`src/rtl/decoder_38_if.sv`:
```
// Select/decoded-line bundle for the registered 3-to-8 decoder.
// The master drives the select and enable inputs; the slave (the decoder) drives F0..F7 and valid.
`timescale 1ns/1ps
interface decoder_38_if;
  logic en;
  logic A;
  logic B;
  logic C;
  logic F0;
  logic F1;
  logic F2;
  logic F3;
  logic F4;
  logic F5;
  logic F6;
  logic F7;
  logic valid;

  modport master (
    output en, A, B, C,
    input  F0, F1, F2, F3, F4, F5, F6, F7, valid
  );

  modport slave (
    input  en, A, B, C,
    output F0, F1, F2, F3, F4, F5, F6, F7, valid
  );
endinterface

```
`src/rtl/decoder_38.sv`:
```
// Registered 3-to-8 one-hot decoder: {A,B,C} selects one line, en gates all lines.
// Polarity is folded into the flops, so every output comes straight from a register.
`timescale 1ns/1ps
module decoder_38 #(
  parameter bit OUT_ACTIVE_LOW = 1'b0
) (
  input  logic         clk,
  input  logic         rst,
  decoder_38_if.slave  bus
);
  localparam int unsigned SEL_W = 3;
  localparam int unsigned LINES = 8;
  localparam logic [LINES-1:0] IDLE = {LINES{OUT_ACTIVE_LOW}};

  logic [SEL_W-1:0] sel;
  logic [LINES-1:0] f_d;
  logic [LINES-1:0] f_q;
  logic             valid_d;
  logic             valid_q;

  // One-hot decode of the select, then applied polarity.
  always_comb begin
    sel     = {bus.A, bus.B, bus.C};
    f_d     = '0;
    valid_d = bus.en;
    if (bus.en) begin
      f_d[sel] = 1'b1;
    end
    f_d = f_d ^ IDLE;
  end

  always_ff @(posedge clk or posedge rst) begin
    if (rst) begin
      f_q     <= IDLE;
      valid_q <= 1'b0;
    end else begin
      f_q     <= f_d;
      valid_q <= valid_d;
    end
  end

  assign bus.F0    = f_q[0];
  assign bus.F1    = f_q[1];
  assign bus.F2    = f_q[2];
  assign bus.F3    = f_q[3];
  assign bus.F4    = f_q[4];
  assign bus.F5    = f_q[5];
  assign bus.F6    = f_q[6];
  assign bus.F7    = f_q[7];
  assign bus.valid = valid_q;
endmodule

```
`src/flat_wrapper.sv`:
```
// flat-port wrapper written by rule: the top's interface ports become plain ports
module decoder_38_flat 
#(
  parameter bit OUT_ACTIVE_LOW = 1'b0
)
  (clk, rst, bus_en, bus_A, bus_B, bus_C, bus_F0, bus_F1, bus_F2, bus_F3, bus_F4, bus_F5, bus_F6, bus_F7, bus_valid);
  decoder_38_if bus_i ();
  input  logic clk;
  input  logic rst;
  input wire logic [$bits(bus_i.en)-1:0] bus_en;
  input wire logic [$bits(bus_i.A)-1:0] bus_A;
  input wire logic [$bits(bus_i.B)-1:0] bus_B;
  input wire logic [$bits(bus_i.C)-1:0] bus_C;
  output wire logic [$bits(bus_i.F0)-1:0] bus_F0;
  output wire logic [$bits(bus_i.F1)-1:0] bus_F1;
  output wire logic [$bits(bus_i.F2)-1:0] bus_F2;
  output wire logic [$bits(bus_i.F3)-1:0] bus_F3;
  output wire logic [$bits(bus_i.F4)-1:0] bus_F4;
  output wire logic [$bits(bus_i.F5)-1:0] bus_F5;
  output wire logic [$bits(bus_i.F6)-1:0] bus_F6;
  output wire logic [$bits(bus_i.F7)-1:0] bus_F7;
  output wire logic [$bits(bus_i.valid)-1:0] bus_valid;
  assign bus_i.en = bus_en;
  assign bus_i.A = bus_A;
  assign bus_i.B = bus_B;
  assign bus_i.C = bus_C;
  assign bus_F0 = bus_i.F0;
  assign bus_F1 = bus_i.F1;
  assign bus_F2 = bus_i.F2;
  assign bus_F3 = bus_i.F3;
  assign bus_F4 = bus_i.F4;
  assign bus_F5 = bus_i.F5;
  assign bus_F6 = bus_i.F6;
  assign bus_F7 = bus_i.F7;
  assign bus_valid = bus_i.valid;
  decoder_38 #(.OUT_ACTIVE_LOW(OUT_ACTIVE_LOW)) u_core (.clk(clk), .rst(rst), .bus(bus_i));
endmodule
```
`config.mk`:
```
export PLATFORM = sky130hd
export DESIGN_NAME = decoder_38_flat
export DESIGN_NICKNAME = d
export VERILOG_FILES = /design/src/rtl/decoder_38_if.sv /design/src/rtl/decoder_38.sv /design/src/flat_wrapper.sv
export SDC_FILE = /design/constraint.sdc
export NUM_CORES = 1
export LEC_CHECK = 0
export BUFFER_PORTS_ARGS = -buffer_cell sky130_fd_sc_hd__buf_4
export CAP_MARGIN = 20
export CORE_AREA = 2 2 39 41
export DETAILED_ROUTE_END_ITERATION = 16
export DIE_AREA = 0 0 41 43
export GPL_ROUTABILITY_DRIVEN = 0
export GPL_TIMING_DRIVEN = 0
export PLACE_DENSITY = 0.55
export SLEW_MARGIN = 20
export SYNTH_ARGS = -nofsm -noshare
export SYNTH_HDL_FRONTEND = slang
export SYNTH_SLANG_ARGS = --single-unit
export TNS_END_PERCENT = 30
```
`constraint.sdc`:
```
create_clock -name clk -period 0.8 [get_ports clk]
set_clock_uncertainty 0.05 [all_clocks]
set_input_delay 0.12 -clock clk [delete_from_list [all_inputs] [get_ports clk]]
set_output_delay 0.12 -clock clk [all_outputs]
set_load 0.01 [all_outputs]
```
Word level (Yosys, flattened, before mapping):

Index checks and enable logic that the tools add are counted.

* magnitude comparators: 2
* mux-type cells: 3
* reduce and logical (&&, ||, !) cells: 1

Operators with widths (number)
* $mux 8: 1
* $lt 3x4->1 const B: 1
* $demux 1 s3: 1
* $ge 3x1->1 const B: 1
* $logic_and 1x1->1: 1
* $mux 1: 1

* register bits: 9
* word-level logic and storage cells: 8

Logic depth before layout (Yosys ltp):

Gate-level depths: netlist (run 1).

* depth after elaboration: 5
* mapped depth: 1

Worst setup path after synthesis (run 1):

Ideal clock, no wire load.

* path type: reg-to-output
* start point: register u_core.f_q[0]
* end point: output bus_F0
* arrival: 376 ps
* data required time: 630 ps
* slack: 254 ps
* stages on the path, launching flop included: 1
* buffers on the path: 0
* path through: dfrtp_1

RTL lines
* start: declaration: line decoder_38.sv:17 `logic [LINES-1:0] f_q;`
* start signal: assignment: line decoder_38.sv:34 `f_q <= IDLE;`
* start signal: assignment: line decoder_38.sv:37 `f_q <= f_d;`
* end: declaration: line flat_wrapper.sv:14 `output wire logic [$bits(bus_i.F0)-1:0] bus_F0;`

No word-level cell between the ends.

Final worst setup path (run 1):

* start point: register u_core.f_q[1]
* end point: output bus_F1

RTL lines
* end: declaration: line flat_wrapper.sv:15 `output wire logic [$bits(bus_i.F1)-1:0] bus_F1;`

No word-level cell between the ends.

==> results of run 1 <==
[cell families after synthesis]
logic type | count (synthesis) | synth area share
buf+inv | 1 | 0.0115
flops | 9 | 0.692
simple gates | 8 | 0.296
[cell usage after synthesis]
master and instances:
and4_2 1, and4b_2 3, and4bb_2 3, dfrtp_1 9
inv_1 1, nor4b_2 1
[metrics by stage]
stage	util	cells	setup slack [ns]	instance area (µm²)	hold WS, ns
detailed placement	0.325	48	0.131	450	0.0433
floorplan	-	18	0.254	325	-0.102
finish	0.383	54	-0.114	531	0.0211
CTS	0.383	54	-0.132	531	0.00993
global route	0.383	54	-0.149	531	0.00574
global placement	0.325	48	0.138	450	0.0335
[final timing paths]
path                                    startpoint  slack, ns  cells after the start                         end
max                        u_core.f_q[1]$_DFF_PP0_      -0.11                      1                      bus_F1
min                                          bus_C       0.02                      2     u_core.f_q[0]$_DFF_PP0_
max in group asynchronous                      rst       0.13                      3     u_core.f_q[5]$_DFF_PP0_
min in group asynchronous                      rst       0.33                      3  u_core.bus.valid$_DFF_PP0_
[power breakdown]
group	switching (mW)	leakage, nW	internal, mW
sequential	0.00550	0.121	0.468
combinational	0.0413	0.126	0.0595
clock	0.135	0.0150	0.191
[state kept, by name, indices dropped and copies added, names as in the netlist]
| signal | flops |
|---|---|
| u_core.bus.valid | 1 |
| u_core.f_q | 8 |
[cells in the final DEF, fill, tap and decap left out]
| cell | count |
|---|---|
| dfrtp_1 | 9 |
| clkbuf_1 | 1 |
| dlygate4sd3_1 | 2 |
| and4b_2 | 3 |
| inv_1 | 1 |
| nor4b_2 | 1 |
| buf_6 | 9 |
| clkbuf_4 | 3 |
| and4_2 | 1 |
| and4bb_2 | 3 |
| buf_4 | 5 |
[layer usage]
layer	up-vias	global-route usage	share of wire
met1	112	0.0845	0.36
li1	109	-	-
met3	2	0.0314	0.079
met5	-	0	0
met4	0	0.100	0.018
met2	10	0.109	0.54
[final cells by class]
cell class,count,area (µm²),share of cell area
flip-flops and latches,9,225,0.425
multi-input cells,8,96.3,0.182
repair buffers,16,159,0.300
well taps,16,20.0,0.0377
clock buffers,4,26.3,0.0495
inverters,1,3.75,0.00708
[timing repair]
item	4_1_cts	5_1_grt
endpoints found under the hold margin	10	0
setup endpoints to repair	9	9
resized for setup	9	0
hold buffers	2	0
==> qor.yml, run 1 <==
status: "finished with violations"
violations: "negative setup slack"
max_slew_margin: 0.792
max_stage_delay_ns: 0.37
synth_top_area_cell: "dfrtp_1"
cts_sinks: 9
ios: 15
syn_avg_cell_area_um2: 18.1
wirelength_um: 554
setup_viol: 9
grt_pass1_vias: 220
cts-root-buf: "clkbuf_4"
drive_gt1_frac: 0.658
track_usage: 0.0826
worst_slew_pin_slew_ns: 0.312
antenna_found_initial: 0
power_uw: 900
drtIter0Drc: 1
synth_area_leaders: "dfrtp_1, and4bb_2, and4b_2"
hold_path_class: "in -> reg"
yosysTopAreaCellShare: 0.692
gr-total-overflow: 0
syn-num-nets: 24
rows: 14
yosysWarnings: 0
clk_pin_slew_ns: 0.06
tns_ns: -0.946
die_y_um: 43
crit_buf_inv: 1
dpl.hpwl_um: 429
rsz0062_at_grt: "yes"
ir_worst_vdd_uv: 527
die-area_um2: 1760
max_freq_mhz: 1090
port_buffers: 14
areaGrowthSynthToFinish_pct: 63.1
yosysSeqAreaShare: 0.692
cp.required_ns: 0.63
viasPerCell: 4.31
fin_nets: 45
slew_viol_final: 0
wire_per_inst_um: 10.3
vias: 233
cp-start-kind: "flip-flop"
critical_path_class: "reg -> out"
core_um2: 1380
endpoint_kind: "primary output"
diodes: 0
grt_max_degree: 10
cp_top_family: "flip-flops"
cap_violations: 0
ant_nets: 0
initial_core_util: 0.235
cp_cell_sequence: "buf_6"
syn_inst: 18
htree_levels: 1
slowest_stage: "dfrtp_1"
post-cts-setup-buffer-count: 0
cts_tree: "built"
die_x_um: 41
synth.distinct_cells: 6
p_leak_nw: 0.263
ctsLongestPathBuffers: 2
power.density_nw_per_um2: 1700
drtPass1Iterations: 2
grt_pass1_wl_um: 883
syn_area_um2: 325
worst-endpoint-arrival_ns: 0.74
fin_crit_ns: 0.914
cp_max_fo: 1
setup_ws_ns: -0.114
ys_ff_latch: 9
fill_cells: 139
period_share: 1.14
drc: 0
numCtsBuffers: 3
finalHoldViolCount: 0
(Power assumes the default switching activity.)
==> run 2: changes to the inputs <==
Settings changed: SETUP_SLACK_MARGIN set to 0.2.
==> run 2 against run 1 <==
Net effect:
- the flow finishes with violations (negative hold slack, negative setup slack)
- first-iteration DRC count unchanged
- via count down 5.6%
- worst setup slack worse by 0.0011 ns
- clock power about the same
- sequential share of layout area up 1.7 points
- non-clock buffer count down 2
- sequential power about the same
- design area down 3.8%
- die area unchanged
- worst hold slack worse by 0.25 ns
- sequential cell count unchanged
- fmax down 0.12%
==> qor.yml, run 2 (synthesized netlist as in run 1, its figures left out) <==
status: "finished with violations"
violations: "negative hold slack, negative setup slack"
most-common-layout-cells: "buf_6, dfrtp_1, buf_4"
period_share: 1.14
grt_pass1_vias: 198
dp_slack_ns: 0.131
numCtsBuffers: 3
power_frac_seq: 0.531
gr-total-overflow: 0
ios: 15
areaGrowthSynthToFinish_pct: 56.9
setup_ws_ns: -0.115
clk_pin_slew_ns: 0.05
cp.required_ns: 0.63
cp_top_family: "flip-flops"
p_leak_nw: 0.255
fin_nets: 43
crit_buf_inv: 1
die-area_um2: 1760
diodes: 0
viasPerCell: 4.23
p_sw_frac: 0.202
cp-start-kind: "flip-flop"
ctsLongestPathBuffers: 2
wire_per_inst_um: 10.1
grt_max_degree: 10
max_stage_delay_ns: 0.38
drtPass1Iterations: 2
die_y_um: 43
endpoint_kind: "primary output"
setup_viol: 9
rows: 14
power.density_nw_per_um2: 1750
cts_tree: "built"
cap_violations: 0
cts-root-buf: "clkbuf_4"
finalHoldViolCount: 10
cp_cell_sequence: "buf_6"
cp_max_fo: 1
port_buffers: 14
ir_worst_vdd_uv: 525
critical_path_class: "reg -> out"
track_usage: 0.0795
slowest_stage: "dfrtp_1"
max_slew_margin: 0.792
rsz0062_at_grt: "yes"
antenna_found_initial: 0
drtIter0Drc: 1
slew_viol_final: 0
internal_power_uw: 712
comb_power_share: 0.104
clockPowerShare: 0.365
die_x_um: 41
cts_sinks: 9
hold_ws_ns: -0.233
vias: 220
p_switching_uw: 180
max_freq_mhz: 1090
grt_pass1_wl_um: 841
dpl.hpwl_um: 429
hold_path_class: "in -> async"
drive_gt1_frac: 0.694
top_register: "u_core.f_q"
power_uw: 892
htree_levels: 1
drc: 0
fin_crit_ns: 0.915
largest_register_ffs: 8
core_um2: 1380
worst-endpoint-arrival_ns: 0.74
worst_slew_pin_slew_ns: 0.312
wirelength_um: 526
initial_core_util: 0.235
ant_nets: 0
run 2: final timing paths:
path,startpoint,endpoint,depth (start not counted)
worst max-delay path,u_core.f_q[1]$_DFF_PP0_,bus_F1,1
worst min-delay path,rst,u_core.bus.valid$_DFF_PP0_,2
max in group asynchronous,rst,u_core.f_q[5]$_DFF_PP0_,2
min in group clk,bus_en,u_core.bus.valid$_DFF_PP0_,1
run 2: layout make-up:
| type | count | area, µm² |
|---|---|---|
| Sequential cell | 9 | 225 |
| Inverter | 1 | 3.75 |
| Tap cell | 16 | 20.0 |
| Timing Repair Buffer | 14 | 139 |
| Fill cell | 139 | 873 |
| Multi-Input combinational cell | 8 | 96.3 |
| Clock buffer | 4 | 26.3 |
run 2: layer usage:
layer / up-vias / GRT usage / part of all wire
li1: 105 / - / -
met1: 103 / 0.0845 / 0.36
met2: 10 / 0.100 / 0.53
met3: 2 / 0.0314 / 0.087
met4: 0 / 0.100 / 0.019
met5: - / 0 / 0
run 2: timing repair:
action                                  CTS  global route
buffers inserted                          0             0
endpoints found under the hold margin    10            10
resized for setup                         9             0
cloned                                    0             0
endpoints found under the setup margin    9             9
run 2: metrics by stage:
step	area, µm²	util	std cells	TNS (ns)
after global placement	450	0.325	48	0
after global routing	510	0.369	52	-1.25
final	510	0.369	52	-0.945
after floorplan	325	-	18	0
after CTS	510	0.369	52	-1.07
after detailed placement	450	0.325	48	0
run 2: power groups by stage:
| stage | registers, mW | clock network [mW] | logic (mW) |
|---|---|---|---|
| 6_report | 0.474 | 0.325 | 0.0928 |
| 5_1_grt | 0.474 | 0.375 | 0.102 |
| 4_1_cts | 0.474 | 0.341 | 0.0947 |
| 3_5_place_dp | 0.480 | 0 | 0.0870 |
| 3_3_place_gp | 0.479 | 0 | 0.0844 |
| 2_1_floorplan | 0.487 | 0 | 0.0227 |
